===== src/rtl/dcache_pkg.sv =====
// Shared types, default geometry and address-field helpers for the data cache.
package dcache_pkg;

  typedef enum logic [1:0] {
    ST_IDLE,
    ST_WRITE_THRU,
    ST_REFILL_REQ,
    ST_REFILL_DATA
  } dcache_state_t;

  localparam int DEF_DATA_WIDTH     = 32;
  localparam int DEF_ADDR_WIDTH     = 12;
  localparam int DEF_SETS           = 16;
  localparam int DEF_WORDS_PER_LINE = 4;

  // Extract a bit field [lsb +: width] from a (zero-extended) byte address.
  function automatic logic [31:0] addr_field(input logic [31:0] addr, input int lsb, input int width);
    return (addr >> lsb) & ((32'd1 << width) - 32'd1);
  endfunction

  // Clear the low offset bits so the address points at the start of its line.
  function automatic logic [31:0] line_base(input logic [31:0] addr, input int low_bits);
    return addr & ~((32'd1 << low_bits) - 32'd1);
  endfunction

endpackage


===== src/rtl/dcache_controller_if.sv =====
// CPU-side and memory-side signal bundle of the data cache controller.
interface dcache_controller_if #(
  parameter int DATA_WIDTH = 32,
  parameter int ADDR_WIDTH = 12
);
  logic                    cpu_req;
  logic                    cpu_we;
  logic [ADDR_WIDTH-1:0]   cpu_addr;
  logic [DATA_WIDTH-1:0]   cpu_wdata;
  logic [DATA_WIDTH/8-1:0] cpu_be;
  logic                    flush;
  logic [DATA_WIDTH-1:0]   cpu_rdata;
  logic                    stall;
  logic                    mem_req;
  logic                    mem_we;
  logic [ADDR_WIDTH-1:0]   mem_addr;
  logic [DATA_WIDTH-1:0]   mem_wdata;
  logic [DATA_WIDTH/8-1:0] mem_be;
  logic                    mem_ready;
  logic                    mem_rvalid;
  logic [DATA_WIDTH-1:0]   mem_rdata;

  // master: the cache controller (bus master towards main memory)
  modport master (
    input  cpu_req, cpu_we, cpu_addr, cpu_wdata, cpu_be, flush,
    input  mem_ready, mem_rvalid, mem_rdata,
    output cpu_rdata, stall,
    output mem_req, mem_we, mem_addr, mem_wdata, mem_be
  );

  // slave: pipeline plus main memory surrounding the controller
  modport slave (
    output cpu_req, cpu_we, cpu_addr, cpu_wdata, cpu_be, flush,
    output mem_ready, mem_rvalid, mem_rdata,
    input  cpu_rdata, stall,
    input  mem_req, mem_we, mem_addr, mem_wdata, mem_be
  );
endinterface


===== src/rtl/dcache_tag_array.sv =====
// Valid bits and tags per line: combinational lookup, one write port, bulk invalidate.
module dcache_tag_array #(
  parameter int SETS    = 16,
  parameter int INDEX_W = 4,
  parameter int TAG_W   = 4
) (
  input  logic               clk,
  input  logic               rst_n,
  input  logic [INDEX_W-1:0] rd_index_i,
  output logic               rd_valid_o,
  output logic [TAG_W-1:0]   rd_tag_o,
  input  logic               we_i,
  input  logic [INDEX_W-1:0] wr_index_i,
  input  logic [TAG_W-1:0]   wr_tag_i,
  input  logic               wr_valid_i,
  input  logic               inval_all_i
);

  logic [SETS-1:0]  valid_q;
  logic [TAG_W-1:0] tag_q [SETS];

  // Bulk invalidate wins over a same-cycle single-line write.
  always_ff @(posedge clk or negedge rst_n) begin
    if (!rst_n) begin
      valid_q <= '0;
    end else if (inval_all_i) begin
      valid_q <= '0;
    end else if (we_i) begin
      valid_q[wr_index_i] <= wr_valid_i;
    end
  end

  always_ff @(posedge clk) begin
    if (we_i) begin
      tag_q[wr_index_i] <= wr_tag_i;
    end
  end

  assign rd_valid_o = valid_q[rd_index_i];
  assign rd_tag_o   = tag_q[rd_index_i];

endmodule


===== src/rtl/dcache_controller.sv =====
// Direct-mapped, write-through, no-write-allocate data cache for the memory stage.
module dcache_controller
  import dcache_pkg::*;
#(
  parameter int DATA_WIDTH     = DEF_DATA_WIDTH,
  parameter int ADDR_WIDTH     = DEF_ADDR_WIDTH,
  parameter int SETS           = DEF_SETS,
  parameter int WORDS_PER_LINE = DEF_WORDS_PER_LINE
) (
  input  logic                clk,
  input  logic                rst_n,
  dcache_controller_if.master bus
);

  localparam int BE_W    = DATA_WIDTH / 8;
  localparam int BOFF_W  = $clog2(BE_W);
  localparam int WOFF_W  = $clog2(WORDS_PER_LINE);
  localparam int INDEX_W = $clog2(SETS);
  localparam int TAG_W   = ADDR_WIDTH - BOFF_W - WOFF_W - INDEX_W;
  localparam int DIDX_W  = INDEX_W + WOFF_W;

  dcache_state_t state_q, state_d;
  logic [ADDR_WIDTH-1:0] addr_q, addr_d;
  logic [DATA_WIDTH-1:0] wdata_q, wdata_d;
  logic [BE_W-1:0]       be_q, be_d;
  logic [WOFF_W-1:0]     cnt_q, cnt_d;

  logic [WOFF_W-1:0]  cpu_word, q_word;
  logic [INDEX_W-1:0] cpu_index, q_index;
  logic [TAG_W-1:0]   cpu_tag, q_tag;

  logic               line_valid;
  logic [TAG_W-1:0]   line_tag;
  logic               hit;
  logic               tag_we, tag_wvalid, inval_all;

  logic [DATA_WIDTH-1:0] data_q [SETS*WORDS_PER_LINE];
  logic [DATA_WIDTH-1:0] rd_word, merged_word, data_wdata;
  logic [DIDX_W-1:0]     data_widx;
  logic                  data_we;
  logic                  stall_raw;

  assign cpu_word  = WOFF_W'(addr_field(32'(bus.cpu_addr), BOFF_W, WOFF_W));
  assign cpu_index = INDEX_W'(addr_field(32'(bus.cpu_addr), BOFF_W + WOFF_W, INDEX_W));
  assign cpu_tag   = TAG_W'(addr_field(32'(bus.cpu_addr), BOFF_W + WOFF_W + INDEX_W, TAG_W));
  assign q_word    = WOFF_W'(addr_field(32'(addr_q), BOFF_W, WOFF_W));
  assign q_index   = INDEX_W'(addr_field(32'(addr_q), BOFF_W + WOFF_W, INDEX_W));
  assign q_tag     = TAG_W'(addr_field(32'(addr_q), BOFF_W + WOFF_W + INDEX_W, TAG_W));

  dcache_tag_array #(
    .SETS    (SETS),
    .INDEX_W (INDEX_W),
    .TAG_W   (TAG_W)
  ) u_tags (
    .clk         (clk),
    .rst_n       (rst_n),
    .rd_index_i  (cpu_index),
    .rd_valid_o  (line_valid),
    .rd_tag_o    (line_tag),
    .we_i        (tag_we),
    .wr_index_i  (q_index),
    .wr_tag_i    (q_tag),
    .wr_valid_i  (tag_wvalid),
    .inval_all_i (inval_all)
  );

  assign hit     = bus.cpu_req & line_valid & (line_tag == cpu_tag);
  assign rd_word = data_q[{cpu_index, cpu_word}];

  // Byte-lane merge of the pending store into the currently cached word.
  for (genvar gi = 0; gi < BE_W; gi++) begin : g_merge
    assign merged_word[gi*8 +: 8] = be_q[gi] ? wdata_q[gi*8 +: 8] : rd_word[gi*8 +: 8];
  end

  always_ff @(posedge clk) begin
    if (data_we) begin
      data_q[data_widx] <= data_wdata;
    end
  end

  always_ff @(posedge clk or negedge rst_n) begin
    if (!rst_n) begin
      state_q <= ST_IDLE;
      addr_q  <= '0;
      wdata_q <= '0;
      be_q    <= '0;
      cnt_q   <= '0;
    end else begin
      state_q <= state_d;
      addr_q  <= addr_d;
      wdata_q <= wdata_d;
      be_q    <= be_d;
      cnt_q   <= cnt_d;
    end
  end

  always_comb begin
    state_d       = state_q;
    addr_d        = addr_q;
    wdata_d       = wdata_q;
    be_d          = be_q;
    cnt_d         = cnt_q;
    stall_raw     = 1'b0;
    bus.mem_req   = 1'b0;
    bus.mem_we    = 1'b0;
    bus.mem_addr  = '0;
    bus.mem_wdata = '0;
    bus.mem_be    = '0;
    tag_we        = 1'b0;
    tag_wvalid    = 1'b0;
    inval_all     = 1'b0;
    data_we       = 1'b0;
    data_widx     = {q_index, q_word};
    data_wdata    = merged_word;

    case (state_q)
      ST_IDLE: begin
        if (bus.flush) begin
          inval_all = 1'b1;
          stall_raw = bus.cpu_req;
        end else if (bus.cpu_req && bus.cpu_we) begin
          stall_raw = 1'b1;
          addr_d    = bus.cpu_addr;
          wdata_d   = bus.cpu_wdata;
          be_d      = bus.cpu_be;
          state_d   = ST_WRITE_THRU;
        end else if (bus.cpu_req && !hit) begin
          stall_raw = 1'b1;
          addr_d    = bus.cpu_addr;
          state_d   = ST_REFILL_REQ;
        end
      end

      ST_WRITE_THRU: begin
        bus.mem_req   = 1'b1;
        bus.mem_we    = 1'b1;
        bus.mem_addr  = addr_q;
        bus.mem_wdata = wdata_q;
        bus.mem_be    = be_q;
        stall_raw     = ~bus.mem_ready;
        if (bus.mem_ready) begin
          data_we = hit;
          state_d = ST_IDLE;
        end
      end

      ST_REFILL_REQ: begin
        bus.mem_req  = 1'b1;
        bus.mem_addr = ADDR_WIDTH'(line_base(32'(addr_q), BOFF_W + WOFF_W));
        stall_raw    = 1'b1;
        // Drop the victim line before its words get overwritten beat by beat.
        if (bus.mem_ready) begin
          tag_we  = 1'b1;
          cnt_d   = '0;
          state_d = ST_REFILL_DATA;
        end
      end

      ST_REFILL_DATA: begin
        stall_raw  = 1'b1;
        data_widx  = {q_index, cnt_q};
        data_wdata = bus.mem_rdata;
        if (bus.mem_rvalid) begin
          data_we = 1'b1;
          cnt_d   = cnt_q + WOFF_W'(1);
          if (cnt_q == WOFF_W'(WORDS_PER_LINE - 1)) begin
            tag_we     = 1'b1;
            tag_wvalid = 1'b1;
            state_d    = ST_IDLE;
          end
        end
      end

      default: state_d = ST_IDLE;
    endcase
  end

  // Held low throughout reset even if the pipeline still presents a request.
  assign bus.stall     = stall_raw & rst_n;
  assign bus.cpu_rdata = hit ? rd_word : '0;

endmodule

===== src/flat_wrapper.sv =====
// flat-port wrapper written by rule: the top's interface ports become plain ports
module dcache_controller_flat import dcache_pkg::*;
#(
  parameter int DATA_WIDTH     = DEF_DATA_WIDTH,
  parameter int ADDR_WIDTH     = DEF_ADDR_WIDTH,
  parameter int SETS           = DEF_SETS,
  parameter int WORDS_PER_LINE = DEF_WORDS_PER_LINE
)
  (clk, rst_n, bus_cpu_req, bus_cpu_we, bus_cpu_addr, bus_cpu_wdata, bus_cpu_be, bus_flush, bus_mem_ready, bus_mem_rvalid, bus_mem_rdata, bus_cpu_rdata, bus_stall, bus_mem_req, bus_mem_we, bus_mem_addr, bus_mem_wdata, bus_mem_be);
  dcache_controller_if #(.DATA_WIDTH(DATA_WIDTH), .ADDR_WIDTH(ADDR_WIDTH)) bus_i ();
  input  logic clk;
  input  logic rst_n;
  input wire logic [$bits(bus_i.cpu_req)-1:0] bus_cpu_req;
  input wire logic [$bits(bus_i.cpu_we)-1:0] bus_cpu_we;
  input wire logic [$bits(bus_i.cpu_addr)-1:0] bus_cpu_addr;
  input wire logic [$bits(bus_i.cpu_wdata)-1:0] bus_cpu_wdata;
  input wire logic [$bits(bus_i.cpu_be)-1:0] bus_cpu_be;
  input wire logic [$bits(bus_i.flush)-1:0] bus_flush;
  input wire logic [$bits(bus_i.mem_ready)-1:0] bus_mem_ready;
  input wire logic [$bits(bus_i.mem_rvalid)-1:0] bus_mem_rvalid;
  input wire logic [$bits(bus_i.mem_rdata)-1:0] bus_mem_rdata;
  output wire logic [$bits(bus_i.cpu_rdata)-1:0] bus_cpu_rdata;
  output wire logic [$bits(bus_i.stall)-1:0] bus_stall;
  output wire logic [$bits(bus_i.mem_req)-1:0] bus_mem_req;
  output wire logic [$bits(bus_i.mem_we)-1:0] bus_mem_we;
  output wire logic [$bits(bus_i.mem_addr)-1:0] bus_mem_addr;
  output wire logic [$bits(bus_i.mem_wdata)-1:0] bus_mem_wdata;
  output wire logic [$bits(bus_i.mem_be)-1:0] bus_mem_be;
  assign bus_i.cpu_req = bus_cpu_req;
  assign bus_i.cpu_we = bus_cpu_we;
  assign bus_i.cpu_addr = bus_cpu_addr;
  assign bus_i.cpu_wdata = bus_cpu_wdata;
  assign bus_i.cpu_be = bus_cpu_be;
  assign bus_i.flush = bus_flush;
  assign bus_i.mem_ready = bus_mem_ready;
  assign bus_i.mem_rvalid = bus_mem_rvalid;
  assign bus_i.mem_rdata = bus_mem_rdata;
  assign bus_cpu_rdata = bus_i.cpu_rdata;
  assign bus_stall = bus_i.stall;
  assign bus_mem_req = bus_i.mem_req;
  assign bus_mem_we = bus_i.mem_we;
  assign bus_mem_addr = bus_i.mem_addr;
  assign bus_mem_wdata = bus_i.mem_wdata;
  assign bus_mem_be = bus_i.mem_be;
  dcache_controller #(.DATA_WIDTH(DATA_WIDTH), .ADDR_WIDTH(ADDR_WIDTH), .SETS(SETS), .WORDS_PER_LINE(WORDS_PER_LINE)) u_core (.clk(clk), .rst_n(rst_n), .bus(bus_i));
endmodule

===== config.mk =====
export PLATFORM = sky130hd
export DESIGN_NAME = dcache_controller_flat
export DESIGN_NICKNAME = d
export VERILOG_FILES = /design/src/rtl/dcache_pkg.sv /design/src/rtl/dcache_controller_if.sv /design/src/rtl/dcache_tag_array.sv /design/src/rtl/dcache_controller.sv /design/src/flat_wrapper.sv
export SDC_FILE = /design/constraint.sdc
export NUM_CORES = 2
export LEC_CHECK = 0
export CAP_MARGIN = 10
export CORE_UTILIZATION = 60
export DETAILED_ROUTE_END_ITERATION = 10
export PLACE_DENSITY_LB_ADDON = 0.3
export SYNTH_ARGS = -nofsm -noshare
export SYNTH_HDL_FRONTEND = slang
export SYNTH_HIERARCHICAL = 1
export SYNTH_SLANG_ARGS = --single-unit

===== constraint.sdc =====
create_clock -name clk -period 6.95 [get_ports clk]
set_input_delay 1.0425 -clock clk [delete_from_list [all_inputs] [get_ports clk]]
set_output_delay 1.0425 -clock clk [all_outputs]
set_load 0.01 [all_outputs]

# ---- After elaboration in Yosys (flattened, before gate mapping)
# Memories as Yosys holds them, arrays and structs flattened.
# Cells that the tools add are included.
dict set report totals {
  ff_bits 68
  ram_bits 2112
  in_bits 87
  out_inout_bits 83
  word_cells 91
  mem_count 2
}
dict set report classes {
  add_sub_neg 1
  magnitude_cmp 3
  n_eq_ne 11
  muxes 49
  bitwise 5
  n_reduce_logical 14
}
# name words word_bits read_ports rd_ports_with_merged_regs write_ports line
set memory_table {}
lappend memory_table {u_core.data_q 64 32 1 0 1 dcache_controller.sv:37} ;# logic [DATA_WIDTH-1:0] data_q [SETS*WORDS_PER_LINE];
lappend memory_table {u_core.u_tags.tag_q 16 4 1 0 1 dcache_tag_array.sv:20} ;# logic [TAG_W-1:0] tag_q [SETS];
# operator n
set op_table {}
lappend op_table {{32-bit two-way mux} 3}
lappend op_table {{16-bit two-way mux} 2}
lappend op_table {{8-bit two-way mux} 4}
lappend op_table {{12-bit two-way mux} 2}
lappend op_table {{12-bit case mux with 2 select lines} 1}
lappend op_table {{1-bit two-way mux} 19}
lappend op_table {{2-bit two-way mux} 9}
lappend op_table {{16-bit bitwise mux} 1}
lappend op_table {{4-bit by 5-bit less-than comparator with 1-bit output, second input constant} 2}
lappend op_table {{3-bit AND reduction} 3}
lappend op_table {{2-bit != test, second input constant} 4}
lappend op_table {{2-bit case mux with 4 select lines} 1}
lappend op_table {{2-bit equality test, second input constant} 3}
lappend op_table {{6-bit AND reduction} 1}
lappend op_table {{2-bit nonzero test} 3}
lappend op_table {{1-bit binary-select mux with 4-bit select} 1}
lappend op_table {{1-bit demux with 4-bit select} 1}
lappend op_table {{4-bit equality test} 1}
lappend op_table {{4-bit by 1-bit greater-or-equal comparator with 1-bit output, second input constant} 1}
lappend op_table {{4-bit two-way mux} 1}
lappend op_table {{1-bit case mux with 2 select lines} 2}
lappend op_table {{2-bit case mux with 2 select lines} 1}
lappend op_table {{2-bit OR reduction} 2}
lappend op_table {{1-bit bitwise AND} 3}
lappend op_table {{other kinds (9)} 12}

# ---- Depth between registers and ports, before layout
dict set report depth {
  depth_word 11
  mapped_depth 11
  mapped_depth_nobuf 9
}

# ---- Modules after synthesis
# Netlist, hierarchy kept.
# mod n_inst cells_each area_per_inst_um2 seq_area_each_um2
set by_module_without_submodules {}
lappend by_module_without_submodules {dcache_controller 1 3675 81001.4 62800.2}
lappend by_module_without_submodules {dcache_tag_array 1 215 3359.5 2322.2}

# ---- Least setup slack after synthesis
# No wires, ideal clock.
dict set report synth_timing {
  path_type {input-to-reg}
  from {input bus_cpu_addr[5]}
  to {memory u_core.data_q[32][0], enable pin}
  setup_ps 501
  arrival_ps 6345
  t_required_ps 6449
  setup_slack_ps 104
  cell_stages 10
  path_buffers 1
  path_cell_list {clkbuf_1 > mux4_2 > a22oi_1 > nand3_1 > xor2_1 > nor3_1 > nand4_1 > o21ai_1 > nand2b_1 > nor4_1}
}
dict set report synth_between {
  word_cells_on_any_way 10
}
# item line
set synth_rtl {}
lappend synth_rtl {{from (decl)} flat_wrapper.sv:15} ;# input wire logic [$bits(bus_i.cpu_addr)-1:0] bus_cpu_addr;
lappend synth_rtl {{memory 16 x 4 bit} n/a}
lappend synth_rtl {{net u_core.line_tag[0]} dcache_controller.sv:33} ;# logic [TAG_W-1:0] line_tag;
lappend synth_rtl {{4-bit equality test} dcache_controller.sv:67} ;# assign hit = bus.cpu_req & line_valid & (line_tag == cpu_tag);
lappend synth_rtl {{1-bit bitwise AND} dcache_controller.sv:67}
lappend synth_rtl {{1-bit two-way mux} dcache_controller.sv:141} ;# if (bus.mem_ready) begin
lappend synth_rtl {{1-bit case mux with 2 select lines} dcache_controller.sv:116} ;# case (state_q)
lappend synth_rtl {{1-bit two-way mux} dcache_controller.sv:76} ;# if (data_we) begin
lappend synth_rtl {{1-bit two-way mux (not written as such)} dcache_controller.sv:77} ;# data_q[data_widx] <= data_wdata;
lappend synth_rtl {{to (decl)} dcache_controller.sv:37}
# The timed path passes the listed nets, and every way through them passes these cells. The select of a mux whose other input is x is not followed.

# ---- Worst setup path after layout
dict set report layout_timing {
  from {input bus_cpu_addr[7]}
  to {output bus_cpu_rdata[31]}
}
dict set report layout_between {
  word_cells_on_any_way 8
}
# item line
set layout_rtl {}
lappend layout_rtl {{memory 16 x 4 bit} n/a}
lappend layout_rtl {{net u_core.line_tag[3]} dcache_controller.sv:33}
lappend layout_rtl {{4-bit equality test} dcache_controller.sv:67}
lappend layout_rtl {{1-bit bitwise AND} dcache_controller.sv:67}
lappend layout_rtl {{32-bit two-way mux} dcache_controller.sv:180} ;# assign bus.cpu_rdata = hit ? rd_word : '0;
lappend layout_rtl {{to (decl)} flat_wrapper.sv:22} ;# output wire logic [$bits(bus_i.cpu_rdata)-1:0] bus_cpu_rdata;
# The timed path passes the listed nets, and every way through them passes these cells. The select of a mux whose other input is x is not followed.

==> flow_metrics.env <==
export IMPL_fmax_ghz=0.156
export IMPL_yosysUniqueCellTypes=61
export IMPL_power_mw=34.0
export IMPL_cp_data_arrival_time_ns=5.37
export IMPL_grt_max_degree=95
export IMPL_die_x_um=377
export IMPL_rsz0062_at_grt="false"
export IMPL_syn_inst=3890
export IMPL_antenna_cells=0
export IMPL_path_max_fanout=14
export IMPL_synth_area_leaders="edfxtp_1, mux4_2, a22oi_1"
export IMPL_synth_ff_type="edfxtp_1"
export IMPL_vdd_drop_max_mv=0.342
export IMPL_grt_ovfl_total=0
export IMPL_drt_first_iter_violations=6763
export IMPL_combPwrFrac=0.162
export IMPL_via_count=44300
export IMPL_postCtsSetupRepairBufs=0
export IMPL_clockBufferDepth=3
export IMPL_tns_ns=0
export IMPL_track_usage=0.329
export IMPL_synth_edf_count=2112
export IMPL_hold_buffers=0
export IMPL_postRouteWirelength_mm=230
export IMPL_ys_seq_area_frac=0.772
export IMPL_antenna_left=0
export IMPL_synth_top_area_share=0.752
export IMPL_num_rows=137
export IMPL_nFillCells=8233
export IMPL_critPathKind="in2out"
export IMPL_cpPeakStageDelay_ns=0.99
export IMPL_seqPwrFrac=0.518
export IMPL_maxSlewViolCount=0
export IMPL_status="completed"
export IMPL_crit_family="simple AND/OR/NAND/NOR gates"
export IMPL_die_area_sq_um=142000
export IMPL_clk_pin_slew_ns=0.06
export IMPL_initial_core_util=0.605
export IMPL_hp_class="in2async"
export IMPL_fin_skew_ns=0.0379
export IMPL_synth_area_sq_um=84400
export IMPL_synthArstFlopShare=0.0312
export IMPL_worst_path_buf_inv=3
export IMPL_top_level_ports=170
export IMPL_dp_hpwl_mm=130
export IMPL_yosys_cell_count_top_type="edfxtp_1"
export IMPL_crit_top_cell="clkdlybuf4s50_1"
export IMPL_syn_num_nets=3983
export IMPL_cts_root_buffer_cell="clkbuf_16"
export IMPL_yosysTopAreaCell="edfxtp_1"
export IMPL_p_per_area_nw_per_um2=352
export IMPL_crit_path_start_kind="input pin"
export IMPL_swShare=0.273
export IMPL_vias_per_cell=7.07
export IMPL_internal_power_mw=24.7
export IMPL_htree_levels=4
export IMPL_clock_sink_count=2180
export IMPL_leakagePower_nw=30.4
export IMPL_cp_end_kind="primary output"
export IMPL_die_h_um=377
export IMPL_wire_per_inst_um=36.7
export IMPL_p_switching_mw=9.29
export IMPL_crit_path_cell_trace="clkdlybuf4s50_1 > nor2_1 > a22oi_1 > nand3_1 > xor2_1 > nor3_1 > nand4_1 > nor4_1 > buf_4 > clkdlybuf4s50_1"
export IMPL_netlist_top_cells_count="edfxtp_1, mux4_2, a22oi_1, nor2_1, a21oi_1"
export IMPL_cts_resized=0
export IMPL_worst_ep_required_time_ns=5.91
export IMPL_drive_above_1_share=0.270
export IMPL_antenna_found_initial=7
export IMPL_dp_cells=5895
export IMPL_finalSetupViolations=0
export IMPL_clkPwrFrac=0.320
export IMPL_hold_viol=0
export IMPL_finalCritPeriodShare=0.922
export IMPL_fin_nets=4321
export IMPL_drc=0
export IMPL_place_congestion=0.893
export IMPL_slew_headroom=0.0791
export IMPL_clkLatencyLatePin_ns=0.84
export IMPL_grt_pass1_wl_mm=323
export IMPL_core_sq_um=140000
export IMPL_area_growth_syn_to_layout_pct=14.4
export IMPL_cap_viol_max_count=0
export IMPL_worst_slew_pin_slew_ns=1.37
export IMPL_min_period_ns=6.41
export IMPL_stdcell_count=6273
export IMPL_avgSynthCellArea_sq_um=21.7
export IMPL_drtPass1Iterations=8
export IMPL_ys_ff_latch=2180
export IMPL_cts_tree="yes"
export IMPL_slowest_stage="clkdlybuf4s50_1"
export IMPL_yosys_warnings=6
export IMPL_cts_buffers=202
export IMPL_port_buffer_count=169
export IMPL_grt_pass1_vias=44000
==> state kept, by name (all words and copies together), names as in the netlist <==
name / count
u_core/data_q: 2048
u_core/u_tags/tag_q: 64
u_core/wdata_q: 32
u_core/u_tags/valid_q: 16
u_core/addr_q: 12
u_core/be_q: 4
u_core/cnt_q: 2
u_core/state_q: 2
==> worst paths after layout <==
path                                            from              endpoint  slack, ns  depth (start not counted)
max                                  bus_cpu_addr[7]     bus_cpu_rdata[31]       0.54                         10
min in group clk                    u_core/addr_q[1]      u_core/addr_q[1]       0.50                          1
max reg2reg                u_core/u_tags/tag_q[3][3]  u_core/data_q[13][1]       1.92                         11
max in group asynchronous                      rst_n      u_core/addr_q[0]       5.64                          2
min                                            rst_n    u_core/wdata_q[23]       0.24                          1
min reg2reg                         u_core/addr_q[1]      u_core/addr_q[1]       0.50                          1
==> power groups by stage <==
stage	Sequential [mW]	Clock [mW]	Combinational, mW
final	17.6	10.9	5.49
after global routing	17.6	11.4	5.72
after CTS	17.6	10.9	5.31
after detailed placement	17.9	0	5.29
after global placement	17.9	0	5.09
after floorplan	17.9	0	2.64
==> metrics by stage <==
stage	utilization	hold WS (ns)	setup slack, ns	cell area, sq um
after detailed placement	0.645	0.493	0.569	90000
after global routing	0.692	0.236	0.440	96600
after global placement	0.645	0.482	0.602	90000
after floorplan	-	0.473	0.104	84400
after CTS	0.691	0.201	0.584	96500
final	0.692	0.235	0.541	96600
==> placed cells by master, fill, tap and decap left out, types with 6 or more instances in the layout <==
| cell | n |
|---|---|
| clkinv_1 | 58 |
| nor3_1 | 8 |
| a21oi_1 | 125 |
| nor2_1 | 64 |
| nor2b_1 | 19 |
| nand3_1 | 37 |
| mux2i_1 | 62 |
| clkdlybuf4s50_1 | 164 |
| and2_1 | 53 |
| clkbuf_1 | 44 |
| mux2_2 | 63 |
| clkinv_2 | 27 |
| nand2b_1 | 9 |
| edfxtp_1 | 2112 |
| dfrtp_1 | 68 |
| buf_12 | 43 |
| a22oi_1 | 251 |
| clkinv_8 | 7 |
| clkbuf_16 | 204 |
| nand2_1 | 31 |
| bufinv_16 | 18 |
| nor4_2 | 27 |
| nor2_4 | 65 |
| or2_2 | 6 |
| o21ai_0 | 21 |
| mux4_2 | 511 |
| buf_4 | 149 |
| nand4_1 | 6 |
| o21ai_4 | 27 |
==> cell families (layout without fill, tap and decap cells) <==
group | after synthesis | after routing | share of synthesized area
AO/OA/AOI/OAI | 479 | 479 | 0.0380
XOR/XNOR | 4 | 4 | 0.000415
adder cells (fa/ha/maj) | 6 | 6 | 0.000890
buffers and inverters | 232 | 739 | 0.0135
flip-flops | 2180 | 2180 | 0.772
multiplexers | 636 | 636 | 0.152
AND/OR/NAND/NOR | 353 | 353 | 0.0230
==> worst reg2reg max path, stage by stage, from the launching register on <==
cell      delay (ns)
edfxtp_1        0.41
mux4_2          0.48
a22oi_1         0.24
nand3_1         0.12
xor2_1          0.16
nor3_1          0.20
nand4_1         0.84
o21ai_1         0.53
buf_4           0.24
nand2b_1        0.40
nor2_4          0.38
buf_4           0.62
==> layout make-up <==
type	count	area, sq um	area share
clock buffers	250	5300	0.0549
repair buffers	360	3680	0.0382
multi-input cells	1478	18900	0.196
clock inverters	123	1150	0.0119
well taps	1876	2350	0.0243
flip-flops and latches	2180	65100	0.674
inverters	6	22.5	0.000233
==> per-layer routing <==
layer	global-route usage	share of wire	wire length, um	up-vias
li1	-	-	-	17100
met1	0.451	0.35	80200	23100
met2	0.507	0.47	108000	3540
met3	0.0842	0.13	30700	587
met4	0.147	0.050	11500	2
met5	0	0.000056	13	-
Note: power is estimated with default switching activity, not from simulation.
